--- src/rtl/cm0_rst_pkg.sv ---
// -----------------------------------------------------------------------------
// cm0_rst_pkg
// Shared definitions for the Cortex-M0 reset sequencer:
//   - state_t   : sequencer FSM states (IDLE / HOLD / RECOVER)
//   - CAUSE_*   : bit positions inside the sticky RSTCAUSE record
//   - CAUSE_W   : width of the RSTCAUSE record
// -----------------------------------------------------------------------------
package cm0_rst_pkg;

    typedef enum logic [1:0] {
        IDLE    = 2'd0,
        HOLD    = 2'd1,
        RECOVER = 2'd2
    } state_t;

    localparam int CAUSE_W      = 4;
    localparam int CAUSE_SYS    = 0;
    localparam int CAUSE_PMUH   = 1;
    localparam int CAUSE_PMUDBG = 2;
    localparam int CAUSE_LOCKUP = 3;

endpackage

--- src/rtl/cm0_rst_cnt.sv ---
// -----------------------------------------------------------------------------
// cm0_rst_cnt
// Loadable down counter with a zero flag. Shared by the HOLD and RECOVER
// phases of the reset sequencer.
//
// Ports:
//   clk      in   clock
//   rst      in   asynchronous active-high reset (count -> 0)
//   load     in   load load_val this cycle (has priority over dec)
//   dec      in   decrement by one; holds at zero
//   load_val in   value to load
//   count    out  current count
//   zero     out  count == 0
// -----------------------------------------------------------------------------
module cm0_rst_cnt #(
    parameter int CNT_W = 8
) (
    input  logic             clk,
    input  logic             rst,
    input  logic             load,
    input  logic             dec,
    input  logic [CNT_W-1:0] load_val,
    output logic [CNT_W-1:0] count,
    output logic             zero
);

    always_ff @(posedge clk or posedge rst) begin
        if (rst) begin
            count <= '0;
        end else if (load) begin
            count <= load_val;
        end else if (dec && (count != '0)) begin
            count <= count - 1'b1;
        end
    end

    assign zero = (count == '0);

endmodule

--- src/rtl/cm0_rst_seq.sv ---
// -----------------------------------------------------------------------------
// cm0_rst_seq
// Reset sequencer for the Cortex-M0 integration reset path. Arbitrates
// system, PMU and (optionally) lockup reset requests into one sequence at a
// time: requests are held for HOLD_CYCLES, followed by a RECOVER_CYCLES quiet
// gap. A sticky cause record tells software what triggered resets.
//
// Optional feature macro: CM0_RST_SEQ_LOCKUP_EN
//   defined   : LOCKUP & LOCKUPRESETEN is an HRESET source, RSTCAUSE[3] live
//   undefined : LOCKUP/LOCKUPRESETEN ignored, RSTCAUSE[3] stays 0
//
// Request semantics: every request input is a level sampled on FCLK; there is
// no handshake. A level seen in IDLE (or on the last RECOVER cycle) starts a
// sequence; a level seen in HOLD joins the running sequence; a level seen
// only inside RECOVER is dropped.
//
// Ports:
//   FCLK            in   clock
//   PORESET         in   asynchronous active-high reset
//   SYSRESETREQ     in   system reset request (level)
//   PMUHRESETREQ    in   PMU HRESET request (level)
//   PMUDBGRESETREQ  in   PMU debug reset request (level)
//   LOCKUP          in   processor lockup indication (level)
//   LOCKUPRESETEN   in   enables lockup as a reset source
//   CAUSECLR        in   single-cycle pulse clearing RSTCAUSE
//   HRESETREQ       out  registered HRESETn request
//   DBGRESETREQ     out  registered DBGRESETn request
//   BUSY            out  registered, high in HOLD or RECOVER
//   RSTCAUSE        out  sticky cause {LOCKUP, PMUDBG, PMUH, SYS}
// -----------------------------------------------------------------------------
module cm0_rst_seq
    import cm0_rst_pkg::*;
#(
    parameter int HOLD_CYCLES    = 16,
    parameter int RECOVER_CYCLES = 4,
    parameter int CNT_W          = 8
) (
    input  logic               FCLK,
    input  logic               PORESET,
    input  logic               SYSRESETREQ,
    input  logic               PMUHRESETREQ,
    input  logic               PMUDBGRESETREQ,
    input  logic               LOCKUP,
    input  logic               LOCKUPRESETEN,
    input  logic               CAUSECLR,
    output logic               HRESETREQ,
    output logic               DBGRESETREQ,
    output logic               BUSY,
    output logic [CAUSE_W-1:0] RSTCAUSE
);

    localparam logic [CNT_W-1:0] HOLD_LD = CNT_W'(HOLD_CYCLES - 1);
    localparam logic [CNT_W-1:0] REC_LD  = CNT_W'(RECOVER_CYCLES - 1);

    // State is kept in a named register so checkers can bind to it.
    state_t state;
    state_t state_d;

    logic               lock_src;
    logic               hsrc;
    logic               dsrc;
    logic               any_src;
    logic [CAUSE_W-1:0] src_vec;

    logic               h_d;
    logic               d_d;
    logic               busy_d;
    logic [CAUSE_W-1:0] cause_set;
    logic [CAUSE_W-1:0] cause_d;

    logic               cnt_load;
    logic               cnt_dec;
    logic [CNT_W-1:0]   cnt_ld_val;
    logic [CNT_W-1:0]   cnt_val;
    logic               cnt_zero;

`ifdef CM0_RST_SEQ_LOCKUP_EN
    assign lock_src = LOCKUP & LOCKUPRESETEN;
`else
    logic unused_lockup;
    assign unused_lockup = LOCKUP | LOCKUPRESETEN;
    assign lock_src      = 1'b0;
`endif

    assign hsrc    = SYSRESETREQ | PMUHRESETREQ | lock_src;
    assign dsrc    = PMUDBGRESETREQ;
    assign any_src = hsrc | dsrc;

    always_comb begin
        src_vec               = '0;
        src_vec[CAUSE_SYS]    = SYSRESETREQ;
        src_vec[CAUSE_PMUH]   = PMUHRESETREQ;
        src_vec[CAUSE_PMUDBG] = PMUDBGRESETREQ;
        src_vec[CAUSE_LOCKUP] = lock_src;
    end

    cm0_rst_cnt #(
        .CNT_W (CNT_W)
    ) u_cnt (
        .clk      (FCLK),
        .rst      (PORESET),
        .load     (cnt_load),
        .dec      (cnt_dec),
        .load_val (cnt_ld_val),
        .count    (cnt_val),
        .zero     (cnt_zero)
    );

    // Next-state and next-output logic.
    always_comb begin
        state_d    = state;
        h_d        = HRESETREQ;
        d_d        = DBGRESETREQ;
        cause_set  = '0;
        cnt_load   = 1'b0;
        cnt_dec    = 1'b0;
        cnt_ld_val = HOLD_LD;

        case (state)
            IDLE: begin
                h_d = 1'b0;
                d_d = 1'b0;
                if (any_src) begin
                    state_d   = HOLD;
                    h_d       = hsrc;
                    d_d       = dsrc;
                    cause_set = src_vec;
                    cnt_load  = 1'b1;
                end
            end

            HOLD: begin
                if (cnt_zero) begin
                    // A request first seen on the final HOLD edge cannot join
                    // (the outputs drop now), so it is not recorded either.
                    state_d    = RECOVER;
                    h_d        = 1'b0;
                    d_d        = 1'b0;
                    cnt_load   = 1'b1;
                    cnt_ld_val = REC_LD;
                end else begin
                    h_d       = HRESETREQ | hsrc;
                    d_d       = DBGRESETREQ | dsrc;
                    cause_set = src_vec;
                    cnt_dec   = 1'b1;
                end
            end

            RECOVER: begin
                if (cnt_zero) begin
                    // The last RECOVER edge samples like IDLE so a held
                    // request restarts after exactly RECOVER_CYCLES low cycles.
                    if (any_src) begin
                        state_d   = HOLD;
                        h_d       = hsrc;
                        d_d       = dsrc;
                        cause_set = src_vec;
                        cnt_load  = 1'b1;
                    end else begin
                        state_d = IDLE;
                    end
                end else begin
                    cnt_dec = 1'b1;
                end
            end

            default: begin
                state_d = IDLE;
                h_d     = 1'b0;
                d_d     = 1'b0;
            end
        endcase

        // A set in the same cycle as CAUSECLR survives; everything else clears.
        cause_d = CAUSECLR ? cause_set : (RSTCAUSE | cause_set);
        busy_d  = (state_d != IDLE);
    end

    always_ff @(posedge FCLK or posedge PORESET) begin
        if (PORESET) begin
            state       <= IDLE;
            HRESETREQ   <= 1'b0;
            DBGRESETREQ <= 1'b0;
            BUSY        <= 1'b0;
            RSTCAUSE    <= '0;
        end else begin
            state       <= state_d;
            HRESETREQ   <= h_d;
            DBGRESETREQ <= d_d;
            BUSY        <= busy_d;
            RSTCAUSE    <= cause_d;
        end
    end

endmodule

--- config.mk ---
export PLATFORM = sky130hd
export DESIGN_NAME = cm0_rst_seq
export DESIGN_NICKNAME = d
export VERILOG_FILES = /design/src/rtl/cm0_rst_pkg.sv /design/src/rtl/cm0_rst_cnt.sv /design/src/rtl/cm0_rst_seq.sv
export SDC_FILE = /design/constraint.sdc
export NUM_CORES = 1
export LEC_CHECK = 0
export ABC_AREA = 1
export BUFFER_PORTS_ARGS = -buffer_cell sky130_fd_sc_hd__buf_2
export CORE_ASPECT_RATIO = 1.25
export CORE_MARGIN = 4
export CORE_UTILIZATION = 40
export DETAILED_ROUTE_END_ITERATION = 6
export MAX_ROUTING_LAYER = met4
export PLACE_DENSITY_LB_ADDON = 0.05
export SLEW_MARGIN = 40
export SYNTH_ARGS = -nofsm -noshare
export SYNTH_HDL_FRONTEND = slang
export SYNTH_HIERARCHICAL = 1
export SYNTH_SLANG_ARGS = --single-unit
export TNS_END_PERCENT = 100
--- constraint.sdc ---
create_clock -name FCLK -period 1.9 [get_ports FCLK]
set_input_delay 0.19 -clock FCLK [delete_from_list [all_inputs] [get_ports FCLK]]
set_output_delay 0.19 -clock FCLK [all_outputs]
set_load 0.05 [all_outputs]
==> results of run 1 <==
[metal layers]
metal	wire length [um]	part of all wire (%)	global-route usage (%)
met5	0	0	-
met3	64	2.6	1.89
met4	53	2.2	7.42
met2	1320	54	28.2
met1	985	41	15.3
[critical path, stage by stage (launching register included)]
cell and delay (ns):
dfrtp_1 0.39, inv_1 0.08, ha_2 0.20, nand2_2 0.08, nor2_4 0.15, nand3_2 0.09
nand3_1 0.07, nand2_1 0.05, inv_1 0.06, inv_1 0.06, or2_2 0.28, nand3_2 0.07
nand2_1 0.04
[through the flow]
step | hold WS [ns] | cell area [um2] | utilization (%)
3_3_place_gp | 0.147 | 1350 | 49.2
6_report | 0.0888 | 1440 | 52.5
4_1_cts | 0.0798 | 1390 | 50.9
2_1_floorplan | 0.00566 | 1190 | -
5_1_grt | 0.0908 | 1440 | 52.5
3_5_place_dp | 0.157 | 1350 | 49.2
[logic make-up after synthesis]
kind of cell | after synthesis
adders and majority gates | 6
AOI/OAI and AO/OA | 19
DFF | 16
buffers and inverters | 30
xor gates and xnor gates | 2
and+or+nand+nor | 85
other | 2
[report_power, final]
part	leakage (nW)	total [mW]	internal, mW	switching (mW)
Combinational	0.565	1.60	0.590	1.01
Clock	0.0210	0.225	0.117	0.108
Sequential	0.189	0.653	0.508	0.144
[worst min path at each step]
stage / to / start / depth (start not counted) / slack (ns)
after floorplan: BUSY / PORESET / 1 / 0.006
after global placement: BUSY / PORESET / 2 / 0.15
after detailed placement: RSTCAUSE[1] / PORESET / 2 / 0.16
after CTS: RSTCAUSE[2] / CAUSECLR / 2 / 0.08
after global routing: RSTCAUSE[0] / CAUSECLR / 2 / 0.09
final: RSTCAUSE[2] / CAUSECLR / 2 / 0.09
[Yosys cell counts, types with 3 or more instances]
cell	instances
nand2_1	41
inv_1	23
nand3_1	19
dfrtp_1	16
nor2_1	10
ha_1	6
o21ai_0	6
inv_2	4
a21oi_1	3
nand2_4	3
nor2_4	3
o21ai_1	3
o21ai_2	3
[flip-flops by register name (all words and copies together), names as in the netlist]
name	count
HRESETREQ	1
state	2
u_cnt/count	8
DBGRESETREQ	1
BUSY	1
RSTCAUSE	3
[what timing repair did]
item	4_1_cts	5_1_grt
setup buffers	0	3
endpoints found under the hold margin	16	0
setup endpoints to repair	0	8
hold buffers	1	0
resized for setup	0	8
[cell type report]
type / instances / share of cell area [%]
inverters: 27 / 7.06
clock buffers: 4 / 2.53
repair buffers: 25 / 11.3
well taps: 34 / 2.96
multi-input cells: 119 / 48.1
flip-flops and latches: 16 / 28.0
==> summary.txt, run 1 <==
Logic synthesis
  • Mapped Area: 0.00116 mm2
  • Main combinational cell family by area after synthesis: simple AND/OR/NAND/NOR gates
  • Post-synth top area cell: dfrtp_1
  • Mux contribution to synthesized area: 0%
  • Yosys top cell area share: between 30% and 40%
  • Main synth FF type: dfrtp_1
  • Post-synth EDFFs: 0
  • Area share of fa/ha/maj cells after synthesis: 6.46%
  • Seq/Total Area, Yosys: 34.4%
  • Synth Register Bits: 16
  • Top post-synthesis cells by area: dfrtp_1, nand2_1, nand3_1
  • Async SR Flop Fraction: 100%
  • Synth Area in Compound Gates: 11.0%
  • Simple-gate share of the synthesized area: 35.8%
  • Post-Synthesis Cells: 160
  • Xor and xnor area share after synthesis: under 10%
  • Ys Warns: 6
  • Mean Syn Cell Area: 7.26 um2
  • Post-synth cell types: 28

Global routing
  • Gr ovfl total: 0
  • Aggregate global-route resource usage: about 15%
  • Initial antenna violation count: 0
  • First-pass GRT wire length: 4370 um
  • Vias in the first global route: approximately 1000
  • Largest net degree at the start of global routing: 12

Finish
  • Area Growth Syn to Fin: 23.5%
  • Layout Cells excl Fill: 225
  • Share of cells above drive strength 1: 30.4%
  • Area of the multi-input gates: 691 um2
  • Most frequent cells in the layout: nand2_1, inv_1, nand3_1
  • Total area of sequential cells: 402 um2
  • Filler Cell Count: 293
  • Commonest non-fill, non-tap cell in the layout: nand2_1
  • Nets@finish: 206
  • Diodes inserted: 0

STA
  • Final worst-path cycle share: approximately 91%
  • Minimum clock period: 1.74 ns
  • Final Hold Viols: 0
  • Worst Clk Skew: 0.00351 ns
  • # setup viols final: 0
  • RSZ-0062 raised after global routing: no
  • Final Max Tran Viols: 0
  • Setup TNS: 0 ns
  • Fin worst setup slack: 0.162 ns
  • Fmax: 575 MHz

Setup path
  • Reg2reg start: u_cnt/count[1]
  • RR Endpoint: u_cnt/count[5]
  • Startpoint Class: register
  • Worst reg2reg path depth: 12
  • Worst Setup SP: u_cnt/count[1]
  • Highest net fanout along the worst path: 5
  • CP arrival: 1.92 ns
  • Flop-to-flop setup slack: 0.16 ns
  • CP endpoint kind: register
  • End of the critical path: u_cnt/count[5]
  • CP required: 2.08 ns
  • Kind of critical path: register to register

Clock network
  • Clock buffer count from CTS: 3
  • CTS HTree Levels: 1
  • Skew-Pair Late Insertion Delay: 0.28 ns
  • Root Driver: clkbuf_4
  • Clk slew on worst S/H paths: 0.10 ns
  • TritonCTS clock tree: built
  • Clk buf depth: 2
  • CTS sink count: 16

Placed design
  • HPWL after detailed placement: 1990 um
  • Cells after DPL: ~220
  • Port bufs: 11
  • Gp weighted congestion: 0.869
  • Dpl ws: 0.104 ns

Detailed routing
  • Drt wl/cell: 10.8 um
  • Vias per cell: 4.71
  • Final wirelength: roughly 2400 um
  • Vias: 1060
  • Final ANT Viol Nets: 0
  • TritonRoute pass-1 iters: 5
  • Detailed Route Iter0 Violations: 29
  • DRC: 0

Die
  • Die Height: ~68 um
  • Die width: 56.2 um
  • Total core area: 0.00273 mm2
  • # rows: 21
  • Top Ports: 15
  • Die area: approximately 0.0038 mm2
  • Initial Utilization: 42.5%

Run
  • Max-Cap Viols: 0

Pwr
  • Max IR drop VDD: 0.859 mV
  • P_leak: around 0.78 nW
  • Pwr dens: 1730 mW/mm2
  • Design Power: 2.48 mW

Min path
  • Hold Path Class: primary input to register

Status
  • Status: finished clean
Note: power is estimated with default switching activity, not from simulation.
==> run 2, diff against run 1 <==
Settings changed: CORE_MARGIN 4 to default, GPL_ROUTABILITY_DRIVEN from default to 0.
==> summary.txt, run 2 (synthesis results as in run 1) <==
Finish
  • Largest register FFs: 8 (unchanged)
  • Nets@finish: 204 (was 206)
  • Design area: 0.00142 mm2 (was 0.00144 mm2)
  • Util after Layout: 52.4% (was 52.5%)
  • Filler Cell Count: 281 (was 293)
  • Area Growth Syn to Fin: 22.0% (was 23.5%)
  • Share of cells above drive strength 1: 29.1% (was 30.4%)
  • Top reg by flops: u_cnt/count (unchanged)
  • Diodes inserted: 0 (unchanged)
  • Most frequent cells in the layout: nand2_1, inv_1, nand3_1 (unchanged)
  • Commonest non-fill, non-tap cell in the layout: nand2_1 (unchanged)
  • Layout Cells excl Fill: 223 (was 225)
  • Largest registers: u_cnt/count x8, RSTCAUSE x3, state x2 (unchanged)

Die
  • Die width: 50.2 um (was 56.2 um)
  • Top Ports: 15 (unchanged)
  • Initial Utilization: 42.9% (was 42.5%)
  • # rows: 21 (unchanged)
  • Total core area: 0.00271 mm2 (was 0.00273 mm2)
  • Die Height: 62.3 um (was 68.3 um)
  • Die area: 0.00313 mm2 (was 0.00384 mm2)

Global routing
  • Gr ovfl total: 0 (unchanged)
  • Aggregate global-route resource usage: 18.0% (was 14.9%)
  • Initial antenna violation count: 0 (unchanged)
  • First-pass GRT wire length: 4270 um (was 4370 um)
  • Vias in the first global route: 1027 (was 1035)
  • Largest net degree at the start of global routing: 12 (unchanged)

Clock network
  • TritonCTS clock tree: built (unchanged)
  • CTS HTree Levels: 1 (unchanged)
  • Clk slew on worst S/H paths: 0.09 ns (was 0.10 ns)
  • Clk buf depth: 2 (unchanged)
  • Clock buffer count from CTS: 3 (unchanged)
  • Root Driver: clkbuf_4 (unchanged)
  • Skew-Pair Late Insertion Delay: 0.28 ns (about the same)
  • CTS sink count: 16 (unchanged)

Run
  • Max-Cap Viols: 0 (unchanged)

Setup path
  • Cell Chain, Critical Path: inv_1 > ha_2 > nand2_2 > nor2_4 > buf_4 > buf_4 > buf_4 > inv_2 > nand2_2 > nand3_2 > nand2_1 > nand2_1 > nand2_1 > nand2_1 (was inv_1 > ha_2 > nand2_2 > nor2_4 > nand3_2 > nand3_1 > nand2_1 > inv_1 > inv_1 > or2_2 > nand3_2 > nand2_1)
  • Startpoint Class: register (unchanged)
  • CP arrival: 1.95 ns (was 1.92 ns)
  • Flop-to-flop setup slack: 0.13 ns (was 0.16 ns)
  • Highest net fanout along the worst path: 4 (was 5)
  • Crit-path max cell delay: 0.39 ns (about the same)
  • Kind of critical path: register to register (unchanged)
  • CP most frequent cell: nand2_1 (was inv_1)
  • CP required: 2.08 ns (about the same)
  • CP endpoint kind: register (unchanged)
  • Max stage delay cell, worst path: dfrtp_1 (unchanged)

Detailed routing
  • Drt wl/cell: 10.7 um (was 10.8 um)
  • Vias per cell: 4.85 (was 4.71)
  • Final wirelength: 2390 um (was 2420 um)
  • TritonRoute pass-1 iters: 4 (was 5)
  • Vias: 1082 (was 1060)
  • Detailed Route Iter0 Violations: 15 (was 29)
  • DRC: 0 (unchanged)
  • Final ANT Viol Nets: 0 (unchanged)

STA
  • Final Max Tran Viols: 0 (unchanged)
  • Minimum clock period: 1.77 ns (was 1.74 ns)
  • Final worst-path cycle share: 93.2% (was 91.5%)
  • Final Hold Viols: 0 (unchanged)
  • # setup viols final: 0 (unchanged)
  • Fmax: 565 MHz (was 575 MHz)
  • Worst Clk Skew: 0.00191 ns (was 0.00351 ns)
  • Setup TNS: 0 ns (unchanged)

Min path
  • Hold Path Class: primary input to register (unchanged)

Placed design
  • Cells after DPL: 215 (was 217)
  • HPWL after detailed placement: 1900 um (was 1990 um)
  • Placed cell area: 0.00133 mm2 (was 0.00135 mm2)
  • Port bufs: 11 (unchanged)

Pwr
  • Max IR drop VDD: 0.777 mV (was 0.859 mV)
  • P_leak: 0.766 nW (was 0.776 nW)
  • Pwr dens: 1740 mW/mm2 (was 1730 mW/mm2)

Status
  • Status: finished clean (unchanged)
run 2: changes by cell type in the layout (fill, tap and decap cells not counted), sizes merged:
cell / change
buf: -2
run 2: worst paths after layout:
kind	from	end	depth (start not counted)
setup / recovery	u_cnt/count[1]	BUSY	14
min in group asynchronous	PORESET	RSTCAUSE[0]	3
hold / removal	CAUSECLR	RSTCAUSE[2]	2
max in group asynchronous	PORESET	u_cnt/count[3]	3
hold reg to reg	RSTCAUSE[0]	RSTCAUSE[0]	2
setup reg to reg	u_cnt/count[1]	BUSY	14
run 2: routing by layer:
layer	track usage [%]	up-vias	part of all wire (%)
li1	-	557	-
met1	19.8	510	41
met2	32.3	11	56
met3	2.94	4	2.0
met4	5.00	0	1.3
met5	-	-	0
run 2: area by class of cell:
cell class,count,area [um2],share of cell area (%)
Tap cell,34,42.5,3.00
Multi-Input combinational cell,119,688,48.5
Sequential cell,16,402,28.3
Inverter,27,101,7.15
Clock buffer,4,36.3,2.56
Timing Repair Buffer,23,148,10.4
run 2: per-stage QoR:
step / hold WS [ns] / total power, mW / setup WS, ns
after global placement: 0.147 / 2.19 / 0.0990
after detailed placement: 0.152 / 2.22 / 0.0804
after floorplan: 0.00566 / 1.83 / 0.00216
final: 0.100 / 2.47 / 0.130
after CTS: 0.0839 / 2.46 / 0.0594
after global routing: 0.0800 / 2.73 / -0.0303
run 2: worst max-delay path, delay by kind of cell (launching register included):
kind | cells | cell delay [ns]
flops | 1 | 0.39
simple gates | 8 | 0.63
fa+ha+maj | 1 | 0.20
buf+inv | 5 | 0.45
run 2: power breakdown:
group	internal (mW)	switching, mW	total, mW
registers	0.508	0.147	0.655
logic	0.573	1.02	1.59
clock network	0.116	0.105	0.222
run 2: timing repair:
item,CTS,global route
endpoints found under the setup margin,0,8
setup buffers,0,3
hold endpoints to repair,16,0
hold buffers,1,0
gates resized for setup,0,7
==> run 3, diff against run 2 <==
Settings changed: ABC_AREA 1 to default, ABC_CLOCK_PERIOD_IN_PS from default to 1900, CAP_MARGIN from default to 10.
==> summary.txt, run 3 <==
Status
  • Status: complete, but fails checks (was finished clean)
  • Failing checks: negative setup slack

Logic synthesis
  • Top post-synthesis cells by area: dfrtp_1, ha_1, nor2b_1 (was dfrtp_1, nand2_1, nand3_1)
  • Post-synth top area cell: dfrtp_1 (unchanged)
  • Synth Area in Compound Gates: 21.1% (was 11.0%)
  • Main synth FF type: dfrtp_1 (unchanged)
  • Xor and xnor area share after synthesis: 3.62% (was 1.51%)
  • Main combinational cell family by area after synthesis: compound AO/OA/AOI/OAI gates (was simple AND/OR/NAND/NOR gates)
  • Synth Register Bits: 16 (unchanged)
  • Mapped Area: 967 um2 (was 0.00116 mm2)
  • Most common cell in the synthesized netlist: dfrtp_1 (was nand2_1)
  • Post-Synthesis Cells: 103 (was 160)
  • Async SR Flop Fraction: 100% (unchanged)
  • Mean Syn Cell Area: 9.39 um2 (was 7.26 um2)
  • Mux contribution to synthesized area: 1.16% (was 0%)
  • Top post-synthesis cells by count: dfrtp_1, nand2_1, inv_1 (was nand2_1, inv_1, nand3_1)
  • Simple-gate share of the synthesized area: 19.9% (was 35.8%)
  • Area share of fa/ha/maj cells after synthesis: 7.76% (was 6.46%)
  • Post-synth EDFFs: 0 (unchanged)
  • Seq/Total Area, Yosys: 41.4% (was 34.4%)
  • Post-synth cell types: 37 (was 28)
  • Yosys top cell area share: 41.4% (was 34.4%)
  • Ys Warns: 6 (unchanged)

Detailed routing
  • Vias: 878 (was 1082)
  • Detailed Route Iter0 Violations: 10 (was 15)
  • Final ANT Viol Nets: 0 (unchanged)
  • Vias per cell: 4.91 (was 4.85)
  • DRC: 0 (unchanged)
  • Final wirelength: 2200 um (was 2390 um)
  • Drt wl/cell: 12.3 um (was 10.7 um)
  • TritonRoute pass-1 iters: 4 (unchanged)

Placed design
  • Port bufs: 11 (unchanged)
  • Placed cell area: 0.00124 mm2 (was 0.00133 mm2)
  • HPWL after detailed placement: 1630 um (was 1900 um)

Clock network
  • Root Driver: clkbuf_4 (unchanged)
  • Clk slew on worst S/H paths: 0.09 ns (about the same)
  • CTS sink count: 16 (unchanged)
  • Clock buffer count from CTS: 3 (unchanged)
  • CTS HTree Levels: 1 (unchanged)
  • TritonCTS clock tree: built (unchanged)
  • Clk buf depth: 2 (unchanged)
  • Skew-Pair Late Insertion Delay: 0.28 ns (about the same)

STA
  • # setup viols final: 16 (was 0)
  • RSZ-0062 raised after global routing: yes
  • WHS: 0.190 ns (was 0.100 ns)
  • Worst Clk Skew: 0.00263 ns (was 0.00191 ns)
  • Final worst-path cycle share: 111% (was 93.2%)
  • Final Max Tran Viols: 0 (unchanged)
  • Minimum clock period: 2.10 ns (was 1.77 ns)
  • Fin worst setup slack: -0.202 ns (was 0.130 ns)
  • Final Hold Viols: 0 (unchanged)
  • Fmax: 476 MHz (was 565 MHz)

Finish
  • Nets@finish: 163 (was 204)
  • Area Growth Syn to Fin: 45.1% (was 22.0%)
  • Commonest non-fill, non-tap cell in the layout: buf_4 (was nand2_1)
  • Filler Cell Count: 205 (was 281)
  • Top reg by flops: u_cnt/count (unchanged)
  • Largest register FFs: 8 (unchanged)
  • Design area: 0.00140 mm2 (was 0.00142 mm2)
  • Share of cells above drive strength 1: 43.2% (was 29.1%)
  • Diodes inserted: 0 (unchanged)
  • Most frequent cells in the layout: buf_4, dfrtp_1, buf_2 (was nand2_1, inv_1, nand3_1)
  • Largest registers: u_cnt/count x8, RSTCAUSE x3, state x2 (unchanged)
  • Util after Layout: 62.8% (was 52.4%)

Global routing
  • First-pass GRT wire length: 3680 um (was 4270 um)
  • Vias in the first global route: 899 (was 1027)
  • Gr ovfl total: 0 (unchanged)
  • Largest net degree at the start of global routing: 10 (was 12)
  • Initial antenna violation count: 0 (unchanged)
  • Aggregate global-route resource usage: 19.5% (was 18.0%)

Die
  • Top Ports: 15 (unchanged)
  • Die Height: 57.0 um (was 62.3 um)
  • Initial Utilization: 43.3% (was 42.9%)
  • Die area: 0.00262 mm2 (was 0.00313 mm2)
  • Total core area: 0.00223 mm2 (was 0.00271 mm2)
  • # rows: 19 (was 21)
  • Die width: 46.0 um (was 50.2 um)

Run
  • Max-Cap Viols: 0 (unchanged)

Setup path
  • Highest net fanout along the worst path: 5 (was 4)
  • CP required: 2.08 ns (about the same)
  • CP endpoint kind: register (unchanged)
  • CP arrival: 2.28 ns (was 1.95 ns)
  • Startpoint Class: register (unchanged)
  • Kind of critical path: register to register (unchanged)

Pwr
  • Pwr dens: 1710 mW/mm2 (was 1740 mW/mm2)
  • P_leak: 0.637 nW (was 0.766 nW)
  • Max IR drop VDD: 0.951 mV (was 0.777 mV)

Min path
  • Hold Path Class: primary input to register (unchanged)
run 3: changes by cell type after synthesis, sizes merged, moves of 3 or more:
cell | before | now
a21oi | 3 | 6
a22o | 0 | 3
inv | 27 | 8
nand2 | 46 | 9
nand3 | 21 | 2
nor2 | 14 | 5
nor2b | 0 | 6
o21ai | 13 | 10
run 3: logic make-up after synthesis:
group                    count (synthesis)
flip-flops                              16
other                                    2
AO/OA/AOI/OAI                           31
AND/OR/NAND/NOR                         33
multiplexers                             1
adder cells (fa/ha/maj)                  6
XOR/XNOR                                 4
buffers and inverters                   10
run 3: where the power goes:
group / total (mW) / leakage, nW / switching [mW] / internal, mW
logic: 1.59 / 0.428 / 0.840 / 0.750
clock network: 0.222 / 0.0210 / 0.106 / 0.116
registers: 0.593 / 0.188 / 0.0895 / 0.504
run 3: what timing repair did:
item	4_1_cts	5_1_grt
hold endpoints to repair	16	0
pin swaps	6	5
gates resized for setup	8	6
hold buffers	1	0
endpoints found under the setup margin	14	16
buffers inserted	4	4
run 3: area by class of cell:
type	count	area, um2	area share (%)
Timing Repair Buffer	38	264	18.8
Tap cell	31	38.8	2.76
Inverter	8	30.0	2.14
Sequential cell	16	400	28.5
Clock buffer	4	36.3	2.58
Multi-Input combinational cell	82	634	45.2
run 3: worst paths after layout:
kind,start,to,slack (ns),depth (start not counted)
worst min register to register,DBGRESETREQ,DBGRESETREQ,0.50,1
max in group asynchronous,PORESET,RSTCAUSE[2],1.24,3
min in group asynchronous,PORESET,u_cnt/count[3],0.41,3
worst min-delay path,PMUHRESETREQ,RSTCAUSE[1],0.19,2
worst max register to register,u_cnt/count[0],HRESETREQ,-0.20,10
worst max-delay path,u_cnt/count[0],HRESETREQ,-0.20,10
run 3: per-stage QoR:
step	setup slack, ns	setup TNS, ns	cells	total power, mW
3_3_place_gp	-0.128	-0.874	167	1.96
6_report	-0.202	-2.28	179	2.40
4_1_cts	-0.144	-1.57	175	2.33
5_1_grt	-0.338	-4.11	179	2.60
3_5_place_dp	-0.180	-1.28	167	1.99
2_1_floorplan	-0.147	-0.560	108	1.53
run 3: worst max-delay path: stages, from the launching register on:
cell	delay, ns
dfrtp_1	0.40
inv_2	0.08
ha_4	0.12
or4b_4	0.48
nor2_4	0.16
buf_4	0.13
buf_4	0.10
buf_6	0.10
inv_1	0.04
o21a_1	0.19
o22a_1	0.20
run 3: metal layers:
metal	vias to the layer above	global-route usage, %	wire length [um]
met2	6	36.2	1290
met5	-	-	0
met4	0	5.04	9
li1	451	-	-
met3	2	1.90	31
met1	419	20.9	869
